===== src/rtl/seq_alu.sv =====
// Sequential ALU: single-cycle logic/arith ops plus multi-cycle shift-add multiply.
// Define SEQ_ALU_DIV_EN to build the restoring divider for ops 9 (DIVU) and 10 (REMU).
module seq_alu #(
  parameter int WIDTH = 32,
  parameter int SHW   = $clog2(WIDTH)
) (
  input  logic             CLK,
  input  logic             Reset,
  input  logic [WIDTH-1:0] A,
  input  logic [WIDTH-1:0] B,
  input  logic [3:0]       ALUOp,
  input  logic             in_valid,
  output logic             in_ready,
  output logic             out_valid,
  input  logic             out_ready,
  output logic [WIDTH-1:0] result,
  output logic             sign,
  output logic             zero,
  output logic             err
);

  localparam logic [1:0] IDLE = 2'd0;
  localparam logic [1:0] CALC = 2'd1;
  localparam logic [1:0] DONE = 2'd2;

  logic [1:0]       state;
  logic [3:0]       op_q;
  logic [SHW-1:0]   cnt;
  // acc: product accumulator / partial remainder; x: multiplicand / dividend-quotient; y: multiplier / divisor
  logic [WIDTH-1:0] acc, x, y;
  logic [WIDTH-1:0] alu_res, mul_next;
  logic             alu_err, multi, accept, last;

  assign in_ready  = (state == IDLE);
  assign out_valid = (state == DONE);
  assign accept    = in_valid && in_ready;
  assign last      = (cnt == SHW'(WIDTH - 1));
  assign sign      = result[WIDTH-1];
  assign zero      = (result == '0);
  assign mul_next  = acc + (y[0] ? x : '0);

  always_comb begin
    alu_res = '0;
    alu_err = 1'b0;
    case (ALUOp)
      4'd0: alu_res = A + B;
      4'd1: alu_res = A - B;
      4'd2: alu_res = B << A[SHW-1:0];
      4'd3: alu_res = A | B;
      4'd4: alu_res = A & B;
      4'd5: alu_res[0] = (A < B);
      4'd6: alu_res[0] = ($signed(A) < $signed(B));
      4'd7: alu_res = A ^ B;
      default: alu_err = 1'b1;
    endcase
  end

`ifdef SEQ_ALU_DIV_EN
  logic [WIDTH:0]   trial;
  logic             div_ok;
  logic [WIDTH-1:0] rem_next, quo_next;

  // One restoring step: shift the next dividend bit into the remainder, keep the subtract if it fits
  always_comb begin
    trial    = {acc, x[WIDTH-1]} - {1'b0, y};
    div_ok   = !trial[WIDTH];
    rem_next = div_ok ? trial[WIDTH-1:0] : {acc[WIDTH-2:0], x[WIDTH-1]};
    quo_next = {x[WIDTH-2:0], div_ok};
  end

  assign multi = (ALUOp == 4'd8) || (ALUOp == 4'd9) || (ALUOp == 4'd10);
`else
  assign multi = (ALUOp == 4'd8);
`endif

  always_ff @(posedge CLK or negedge Reset) begin
    if (!Reset) begin
      state  <= IDLE;
      op_q   <= '0;
      cnt    <= '0;
      acc    <= '0;
      x      <= '0;
      y      <= '0;
      result <= '0;
      err    <= 1'b0;
    end else begin
      case (state)
        IDLE: if (accept) begin
          op_q <= ALUOp;
          cnt  <= '0;
          acc  <= '0;
          x    <= A;
          y    <= B;
          if (multi) begin
            state <= CALC;
          end else begin
            result <= alu_res;
            err    <= alu_err;
            state  <= DONE;
          end
        end
        CALC: begin
          cnt <= cnt + 1'b1;
`ifdef SEQ_ALU_DIV_EN
          if (op_q != 4'd8) begin
            acc <= rem_next;
            x   <= quo_next;
            if (last) result <= (op_q == 4'd9) ? quo_next : rem_next;
          end else
`endif
          begin
            acc <= mul_next;
            x   <= x << 1;
            y   <= y >> 1;
            if (last) result <= mul_next;
          end
          if (last) begin
            err   <= 1'b0;
            state <= DONE;
          end
        end
        DONE: if (out_ready) state <= IDLE;
        default: state <= IDLE;
      endcase
    end
  end

endmodule

===== config.mk =====
export PLATFORM = sky130hd
export DESIGN_NAME = seq_alu
export DESIGN_NICKNAME = d
export VERILOG_FILES = /design/src/rtl/seq_alu.sv
export SDC_FILE = /design/constraint.sdc
export NUM_CORES = 1
export LEC_CHECK = 0
export ABC_AREA = 1
export BUFFER_PORTS_ARGS = -buffer_cell sky130_fd_sc_hd__clkbuf_2
export CAP_MARGIN = 20
export CELL_PAD_IN_SITES_DETAIL_PLACEMENT = 0
export CELL_PAD_IN_SITES_GLOBAL_PLACEMENT = 1
export CORE_MARGIN = 5
export CORE_UTILIZATION = 47
export DETAILED_ROUTE_END_ITERATION = 6
export PLACE_DENSITY_LB_ADDON = 0.12
export SLEW_MARGIN = 5
export SYNTH_ARGS = -nofsm -noshare
export SYNTH_HDL_FRONTEND = slang
export SYNTH_SLANG_ARGS = --single-unit

===== constraint.sdc =====
create_clock -name CLK -period 6.4 [get_ports CLK]
set_clock_uncertainty 0.05 [all_clocks]
set_input_delay 1.28 -clock CLK [delete_from_list [all_inputs] [get_ports CLK]]
set_output_delay 1.28 -clock CLK [all_outputs]
set_load 0.03 [all_outputs]

==> impl_metrics.toml, run 1 <==
[die]
coreArea_um2 = 34290
dieArea_um2 = 38330
start_util = 0.4731
io_pins = 109
fp.dieH_um = 195.8
die_x_um = 195.8
std_cell_rows = 68

[layout]
design_area_um2 = 17570
drive_gt1_frac = 0.06534
layout_common_cells = "nand2_1 (890), inv_1 (435), nand3_1 (286), nor2_1 (192), a21oi_1 (156)"
fin_cells = 3272
final_nets = 3014
fin_util = 0.5123
area_growth_pct = 8.284
layout_commonest_cell = "nand2_1"

[routing]
avgViaCountPerCell = 5.807
wl_per_cell_um = 22.38
drtIter0Drc = 2386
drt_drc_violations_left = 0
antenna_left = 0
drt_wl_total_um = 73240
dr_total_vias = 19000
firstDrtPassIters = 6

[status]
status = "finished clean"

[worst_setup_path]
critPathArrivalTime_ns = 4.29
critPathMaxStageDelay_ns = 0.53
path_class = "in -> reg"
worstPathRequired_ns = 6.67
crit_chain = "clkbuf_2 -> buf_4 -> ha_1 -> fa_1 -> nand3_1 -> nand3_1 -> nand3_1 -> nand3_1 -> o21ai_0 -> nand2_1 -> o21ai_0 -> a31oi_1"
crit_path_end_kind = "register"
cp_max_fo = 49
critPathLaunchType = "input port"
crit_slowest_cell = "o21ai_0"
crit_start = "A[0]"
crit_path_frequent_cell = "nand3_1"
rr_startpoint = "state[0]"

[clock_network]
cts-root-buf = "clkbuf_16"
post_cts_buffers = 0
clkLatencyLatePin_ns = 0.48
path_clk_slew_ns = 0.07
cts-buffers-inserted = 17
clock-sinks = 136
ctsHoldBuffers = 0
cts_max_path_buffers = 2
cts.htree.levels = 4
ctsResizeCount = 0
cts_tree = "built"

[yosys]
yosys_warnings = 0
synth_seq_cells = 136
seq_area_frac_synth = 0.2098
yosys.area.top_type_share = 0.2098
syn_avg_cell_area_um2 = 5.850
yosys-top-cells-area = "dfrtp_1 (21%), nand2_1 (21%), ha_1 (10%), inv_1 (10%), nand3_1 (8.8%)"
async_reset_ff_frac = 1.000
ys.flop_type = "dfrtp_1"
mappedNetlistArea_um2 = 16220
yosysTopAreaCell = "dfrtp_1"
yosysUniqueCellTypes = 44
synth_nets = 2984
synth_cells = 2773
synth_edf_count = 0

[place]
routabilityCongestion = 1.069
dp.cells = 3238
place_ws_ns = 2.017
portBuffers = 108
dp.final_hpwl_um = 58650
placed_area_um2 = 16930

[global_routing]
grt.overflow.total = 0
grt_pass1_vias = 17250
grt_max_degree = 126
grt.total_usage = 0.3734
grt_antenna_before_repair = 1
grt_pass1_wl_um = 109100

[worst_hold_path]
hp-start = "acc[18]"
worstHoldPathType = "reg -> reg"

[sta]
period_needed_ns = 4.018
finalHoldViolations = 0
worstMarginPinSlew_ns = 0.9614
fmax_mhz = 248.9
final.setup.tns_ns = 0
report.final.slew_viol_count = 0
max_slew_margin = 0.3584
timing.final.ws_setup_ns = 2.382
setup_violations = 0
rsz0062_at_grt = "false"
timing.final.crit_share = 0.6279

[run]
maxCapViolations = 0

[power_and_ir_drop]
powerDensity_nw_per_um2 = 285.1
ir_drop_v = 0.0003093
power.leakage_nw = 9.753
sequential cells by signal, indices dropped and copies added, names as in the netlist:
| name | flops |
|---|---|
| err | 1 |
| cnt | 5 |
| x | 32 |
| state | 2 |
| result | 32 |
| y | 32 |
| acc | 32 |
Yosys cell counts (all sizes together), types with 2 or more instances:
| library cell | count |
|---|---|
| a21boi | 2 |
| a21oi | 156 |
| a221oi | 2 |
| a22o | 4 |
| a31oi | 13 |
| and2 | 6 |
| and3 | 3 |
| buf | 80 |
| clkbuf | 35 |
| dfrtp | 136 |
| fa | 3 |
| ha | 136 |
| inv | 440 |
| nand2 | 891 |
| nand3 | 291 |
| nand3b | 7 |
| nand4 | 32 |
| nor2 | 203 |
| nor3 | 24 |
| nor4 | 8 |
| o2111ai | 5 |
| o211ai | 68 |
| o21a | 3 |
| o21ai | 168 |
| o21bai | 11 |
| o22ai | 30 |
| o31ai | 3 |
| or2 | 4 |
| or4 | 2 |
| xor2 | 3 |
kinds of logic after synthesis:
logic type / after synthesis / share of synthesized area
compound gates: 467 / 0.1640
xor+xnor: 3 / 0.001620
fa+ha+maj: 139 / 0.1086
buf+inv: 555 / 0.1361
flops: 136 / 0.2098
simple gates: 1473 / 0.3799
path summary, 6_finish.rpt:
kind / to / slack, ns / cells after the start
setup / recovery: result[12] / 2.38 / 12
hold / removal: acc[18] / 0.44 / 2
setup reg to reg: err / 2.67 / 9
hold reg to reg: acc[18] / 0.44 / 2
max in group asynchronous: x[31] / 4.16 / 2
min in group asynchronous: cnt[2] / 0.84 / 1
metal layers:
metal  vias to the layer above  wire (um)  GRT usage
met2                      1017      31100     0.5585
met5                         -          0          0
li1                       8999          -          -
met1                      8849      31740     0.5330
met3                       136       7187    0.07247
met4                         0       3209     0.1420
power by group:
group,total (mW),internal (mW),switching (mW)
registers,1.46,1.19,0.262
clock network,1.11,0.622,0.487
logic,2.44,0.660,1.78
total,5.01,2.48,2.53
worst max-delay path, delay by kind of cell:
kind                     cells  cell delay [ns]
AO/OA/AOI/OAI                3             1.02
adder cells (fa/ha/maj)      2             0.84
AND/OR/NAND/NOR              5             0.77
buffers and inverters        2             0.37
final cells by class:
cell class / count / area [um^2]
Antenna cell: 1 / 2.502
Inverter: 440 / 1652
Sequential cell: 136 / 3403
Tap cell: 455 / 569.3
Timing Repair Buffer: 126 / 701.9
Fill cell: 3688 / 16720
Clock inverter: 12 / 166.4
Multi-Input combinational cell: 2082 / 10630
Clock buffer: 20 / 436.7
through the flow:
stage | power (mW) | hold slack (ns)
after floorplan | 2.962 | 0.4034
after global placement | 3.806 | 0.4191
after detailed placement | 3.841 | 0.4262
after CTS | 4.946 | 0.4445
after global routing | 5.302 | 0.4596
final | 5.007 | 0.4420
Power figures use the tool's default switching activity.
==> inputs of run 2 (changes only) <==
- ABC_AREA: 1 -> 0
- CORE_UTILIZATION: 47 -> 46
- clock period: 6.4 -> 3.9 ns (I/O delays scaled with it)
==> impl_metrics.toml, run 2 <==
[layout]
area_growth_pct = 15.78
final_nets = 2246
n_antenna_cell = 0
layout_common_cells = "nor2_1 (220), a21oi_1 (212), nand2_1 (210), o21ai_0 (168), dfrtp_1 (136)"
design_area_um2 = 16480
fin_util = 0.5389
fillCellCount = 3054
drive_gt1_frac = 0.1558
layout_commonest_cell = "nor2_1"

[clock_network]
ctsHoldBuffers = 0
cts-root-buf = "clkbuf_16"
cts.htree.levels = 4
cts_tree = "built"
cts-buffers-inserted = 17
cts_max_path_buffers = 2
path_clk_slew_ns = 0.07
clkLatencyLatePin_ns = 0.45
clock-sinks = 136

[worst_hold_path]
worstHoldPathType = "in -> async"

[routing]
firstDrtPassIters = 6
drtIter0Drc = 1789
antenna_left = 0
dr_total_vias = 15090
wl_per_cell_um = 23.03
drt_wl_total_um = 56300
drt_drc_violations_left = 0
avgViaCountPerCell = 6.175

[yosys]
ys.flop_type = "dfrtp_1"
syn_avg_cell_area_um2 = 7.477
synth_edf_count = 0
yosysTopAreaCell = "dfrtp_1"
yosys_warnings = 0
synth_seq_cells = 136
synth_nets = 2115
mappedNetlistArea_um2 = 14240
synthTopCellsByCount = "nor2_1 (221), a21oi_1 (212), nand2_1 (210), o21ai_0 (169)"
synth_cells = 1904
yosysUniqueCellTypes = 81
seq_area_frac_synth = 0.2391
synth_most_common_cell = "nor2_1"
async_reset_ff_frac = 1.000
yosys.area.top_type_share = 0.2391
yosys-top-cells-area = "dfrtp_1 (24%), ha_1 (12%), a21oi_1 (7.5%), o21ai_0 (5.9%), nor2_1 (5.8%)"

[worst_setup_path]
critPathBufInv = 1
crit_path_end_kind = "register"
crit_path_frequent_cell = "a21oi_1"
worstPathRequired_ns = 4.22
crit_slowest_cell = "fa_1"
critPathMaxStageDelay_ns = 0.45
crit_chain = "and2_1 -> ha_1 -> fa_1 -> a211oi_2 -> o211ai_1 -> a311o_1 -> a31o_2 -> a31oi_1 -> o21ai_1 -> xor2_1 -> buf_4 -> o2bb2ai_1 -> a21oi_1 -> a21oi_1"
critPathArrivalTime_ns = 4.06
cp_max_fo = 3
path_class = "reg -> reg"
path_delay_family = "compound AO/OA/AOI/OAI gates"
critPathLaunchType = "register"

[sta]
report.final.slew_viol_count = 0
final.setup.tns_ns = 0
period_needed_ns = 3.741
timing.final.ws_setup_ns = 0.1585
fmax_mhz = 267.3
worstMarginPinSlew_ns = 1.091
setup_violations = 0
timing.final.crit_share = 0.9593
max_slew_margin = 0.2729
finalHoldViolations = 0
rsz0062_at_grt = "true"

[run]
maxCapViolations = 0

[die]
io_pins = 109
dieArea_um2 = 34570
start_util = 0.4654
fp.dieH_um = 185.9
coreArea_um2 = 30590
std_cell_rows = 64
die_x_um = 185.9

[global_routing]
grt.overflow.total = 0
grt_pass1_vias = 14010
grt_pass1_wl_um = 85000
grt_max_degree = 90
grt.total_usage = 0.3208
grt_antenna_before_repair = 1

[status]
status = "finished clean"

[place]
placed_area_um2 = 15830
routabilityCongestion = 0.9898
portBuffers = 108
dp.final_hpwl_um = 43790
place_ws_ns = -0.1263

[power_and_ir_drop]
ir_drop_v = 0.0003308
powerDensity_nw_per_um2 = 414.7
power.leakage_nw = 7.889
==> run 2: layout make-up <==
type	count	area, um^2	area share
multi-input combinational	1527	9958	0.6041
sequential	136	3403	0.2065
timing repair buffer	237	1565	0.09496
tap	396	495.5	0.03006
inverter	116	436.7	0.02649
clock buffer	19	432.9	0.02626
clock inverter	13	191.4	0.01161
==> run 2: power by group <==
group	switching (mW)	total, mW	internal, mW
clock network	0.721	1.80	1.08
registers	0.367	2.17	1.81
logic	1.85	2.86	1.01
total	2.94	6.83	3.90
==> run 2: cells by family after synthesis <==
logic type / Yosys count / share of synthesized area
fa+ha+maj: 139 / 0.1237
xor+xnor: 52 / 0.03199
flops: 136 / 0.2391
buf+inv: 241 / 0.06556
mux: 53 / 0.05247
compound gates: 659 / 0.2922
simple gates: 624 / 0.1949
==> run 2: through the flow <==
stage                     hold WS [ns]  total power [mW]  std cells
after floorplan                 0.4002             3.944       1904
after global placement          0.4120             4.971       2411
after detailed placement        0.4210             5.004       2411
after CTS                       0.4195             6.813       2443
after global routing            0.4487             7.217       2444
final                           0.4071             6.835       2444
==> run 2: final timing paths <==
check                            from    endpoint  slack, ns  cells past startpoint
worst max-delay path             x[0]  result[26]       0.16                     14
worst min-delay path            Reset       x[26]       0.41                      1
worst max register to register   x[0]  result[26]       0.16                     14
worst min register to register  y[26]       y[26]       0.43                      2
max in group asynchronous       Reset      acc[0]       2.60                      2
min in group CLK                y[26]       y[26]       0.43                      2
==> run 2: what timing repair did <==
item | 4_1_cts | 5_1_grt
endpoints found under the hold margin | 0 | 0
setup endpoints to repair | 0 | 9
buffers inserted | 0 | 1
resized for setup | 0 | 5
==> run 2: routing by layer <==
| metal | vias to the layer above | share of wire | global-route usage |
|---|---|---|---|
| met3 | 109 | 0.093 | 0.06762 |
| met1 | 7165 | 0.45 | 0.4638 |
| met4 | 2 | 0.030 | 0.08890 |
| li1 | 7064 | - | - |
| met5 | - | 0.00020 | 0 |
| met2 | 752 | 0.43 | 0.4860 |
==> inputs of run 3 (changes only) <==
- CORE_ASPECT_RATIO: default -> 1.1
==> impl_metrics.toml, run 3 (synthesis results as in run 2) <==
[worst_setup_path]
cp_max_fo = 4
path_delay_family = "compound AO/OA/AOI/OAI gates"
path_class = "in -> reg"
critPathLaunchType = "input port"
rr_startpoint = "x[0]"
crit_path_frequent_cell = "o21ai_0"
reg2reg_to = "result[28]"
critPathBufInv = 3
worstPathRequired_ns = 4.19
critPathArrivalTime_ns = 4.06
crit_path_end_kind = "register"
crit_slowest_cell = "o21ai_0"
crit_chain = "clkbuf_2 -> inv_2 -> ha_1 -> a21oi_1 -> nor2_1 -> o21ai_0 -> nand3_1 -> buf_4 -> a21o_1 -> a21oi_1 -> o21ai_0 -> xnor2_1 -> o21ai_0 -> a31o_2"
critPathMaxStageDelay_ns = 0.45
ff2ff_setup_slack_ns = 0.19
reg2reg_depth = 14

[global_routing]
grt_antenna_before_repair = 0
grt.total_usage = 0.3144
grt_pass1_wl_um = 84380
grt_pass1_vias = 14280
grt_max_degree = 123
grt.overflow.total = 0

[clock_network]
clkLatencyLatePin_ns = 0.45
cts-buffers-inserted = 17
cts_tree = "built"
clock-sinks = 136
cts.htree.levels = 4
ctsHoldBuffers = 0
path_clk_slew_ns = 0.07
cts-root-buf = "clkbuf_16"
cts_max_path_buffers = 2

[routing]
dr.max_layer_used = "met4"
met1Wirelength_um = 24250
firstDrtPassIters = 7
antenna_left = 0
avgViaCountPerCell = 6.032
dr_total_vias = 15020
drtIter0Drc = 1641
drt_wl_total_um = 55490
wl_per_cell_um = 22.28
route.met2.wl_um = 25560
drt_drc_violations_left = 0
dr_wl_met3_um = 3863

[sta]
timing.final.crit_share = 0.9669
setup_violations = 0
rsz0062_at_grt = "false"
report.final.slew_viol_count = 0
whs_ns = 0.2827
period_needed_ns = 3.771
worstMarginPinSlew_ns = 0.9689
timing.final.ws_setup_ns = 0.1292
fmax_mhz = 265.2
max_slew_margin = 0.3540
finalHoldViolations = 0

[die]
start_util = 0.4665
std_cell_rows = 67
coreArea_um2 = 30510
fp.dieH_um = 194.5
io_pins = 109
dieArea_um2 = 34570
die_x_um = 177.7

[layout]
final_nets = 2274
layout_common_cells = "nor2_1 (220), a21oi_1 (212), nand2_1 (210), o21ai_0 (169), buf_4 (153)"
fillCellCount = 3058
layout_commonest_cell = "nor2_1"
drive_gt1_frac = 0.1676
fin_util = 0.5468
area_growth_pct = 17.21
n_antenna_cell = 0

[power_and_ir_drop]
ir_drop_v = 0.0003214
powerDensity_nw_per_um2 = 400.9
power.leakage_nw = 8.008

[place]
place_ws_ns = -0.2371
routabilityCongestion = 0.9960
portBuffers = 108
dp.final_hpwl_um = 43610

[worst_hold_path]
worstHoldPathType = "in -> async"

[run]
maxCapViolations = 0

[status]
status = "finished clean"
## run 3: worst reg2reg max path: cells and delay by family (launching register included)
| family | cells | cell delay, ns |
|---|---|---|
| xor gates and xnor gates | 1 | 0.15 |
| buffers and inverters | 1 | 0.16 |
| adders and majority gates | 2 | 0.64 |
| AOI/OAI and AO/OA | 8 | 1.96 |
| and+or+nand+nor | 2 | 0.29 |
| DFF | 1 | 0.38 |
## run 3: area by class of cell
cell class / instances / area [um^2] / share of cell area
Clock inverter: 14 / 142.6 / 0.008548
Timing Repair Buffer: 265 / 1775 / 0.1064
Tap cell: 414 / 518.0 / 0.03104
Clock buffer: 18 / 439.2 / 0.02632
Inverter: 116 / 436.7 / 0.02617
Multi-Input combinational cell: 1527 / 9971 / 0.5976
Sequential cell: 136 / 3403 / 0.2040
## run 3: layer usage
| metal | vias up | GRT usage |
|---|---|---|
| met1 | 7119 | 0.4410 |
| met3 | 120 | 0.04352 |
| met4 | 0 | 0.1003 |
| li1 | 7125 | - |
| met2 | 656 | 0.5010 |
| met5 | - | 0 |
## run 3: worst max-delay path by stage
stage                     start         end  slack [ns]  cells after the start
after global placement     A[1]  result[31]       -0.25                     13
final                      A[1]  result[19]        0.13                     14
after CTS                  x[0]  result[28]        0.09                     14
after global routing       x[0]  result[30]        0.04                     13
after detailed placement   A[1]  result[31]       -0.24                     13
after floorplan            A[2]  result[29]        0.02                     13
## run 3: power by group
group          leakage [nW]  switching [mW]  internal, mW  total [mW]
combinational          5.99            1.83          1.04        2.87
sequential             1.73           0.353          1.81        2.16
clock                 0.290           0.785         0.874        1.66
## run 3: timing repair
action	4_1_cts	5_1_grt
gates resized for setup	0	6
setup buffers	0	0
endpoints found under the setup margin	0	5
## run 3: through the flow
step                      total power, mW  TNS, ns  std cells  instance area [um^2]
after floorplan                     3.944        0       1904                 14250
after global placement              4.975  -0.7651       2458                 16070
after detailed placement            5.017   -1.240       2458                 16070
after CTS                           6.687        0       2490                 16650
after global routing                7.090        0       2490                 16690
final                               6.690        0       2490                 16690
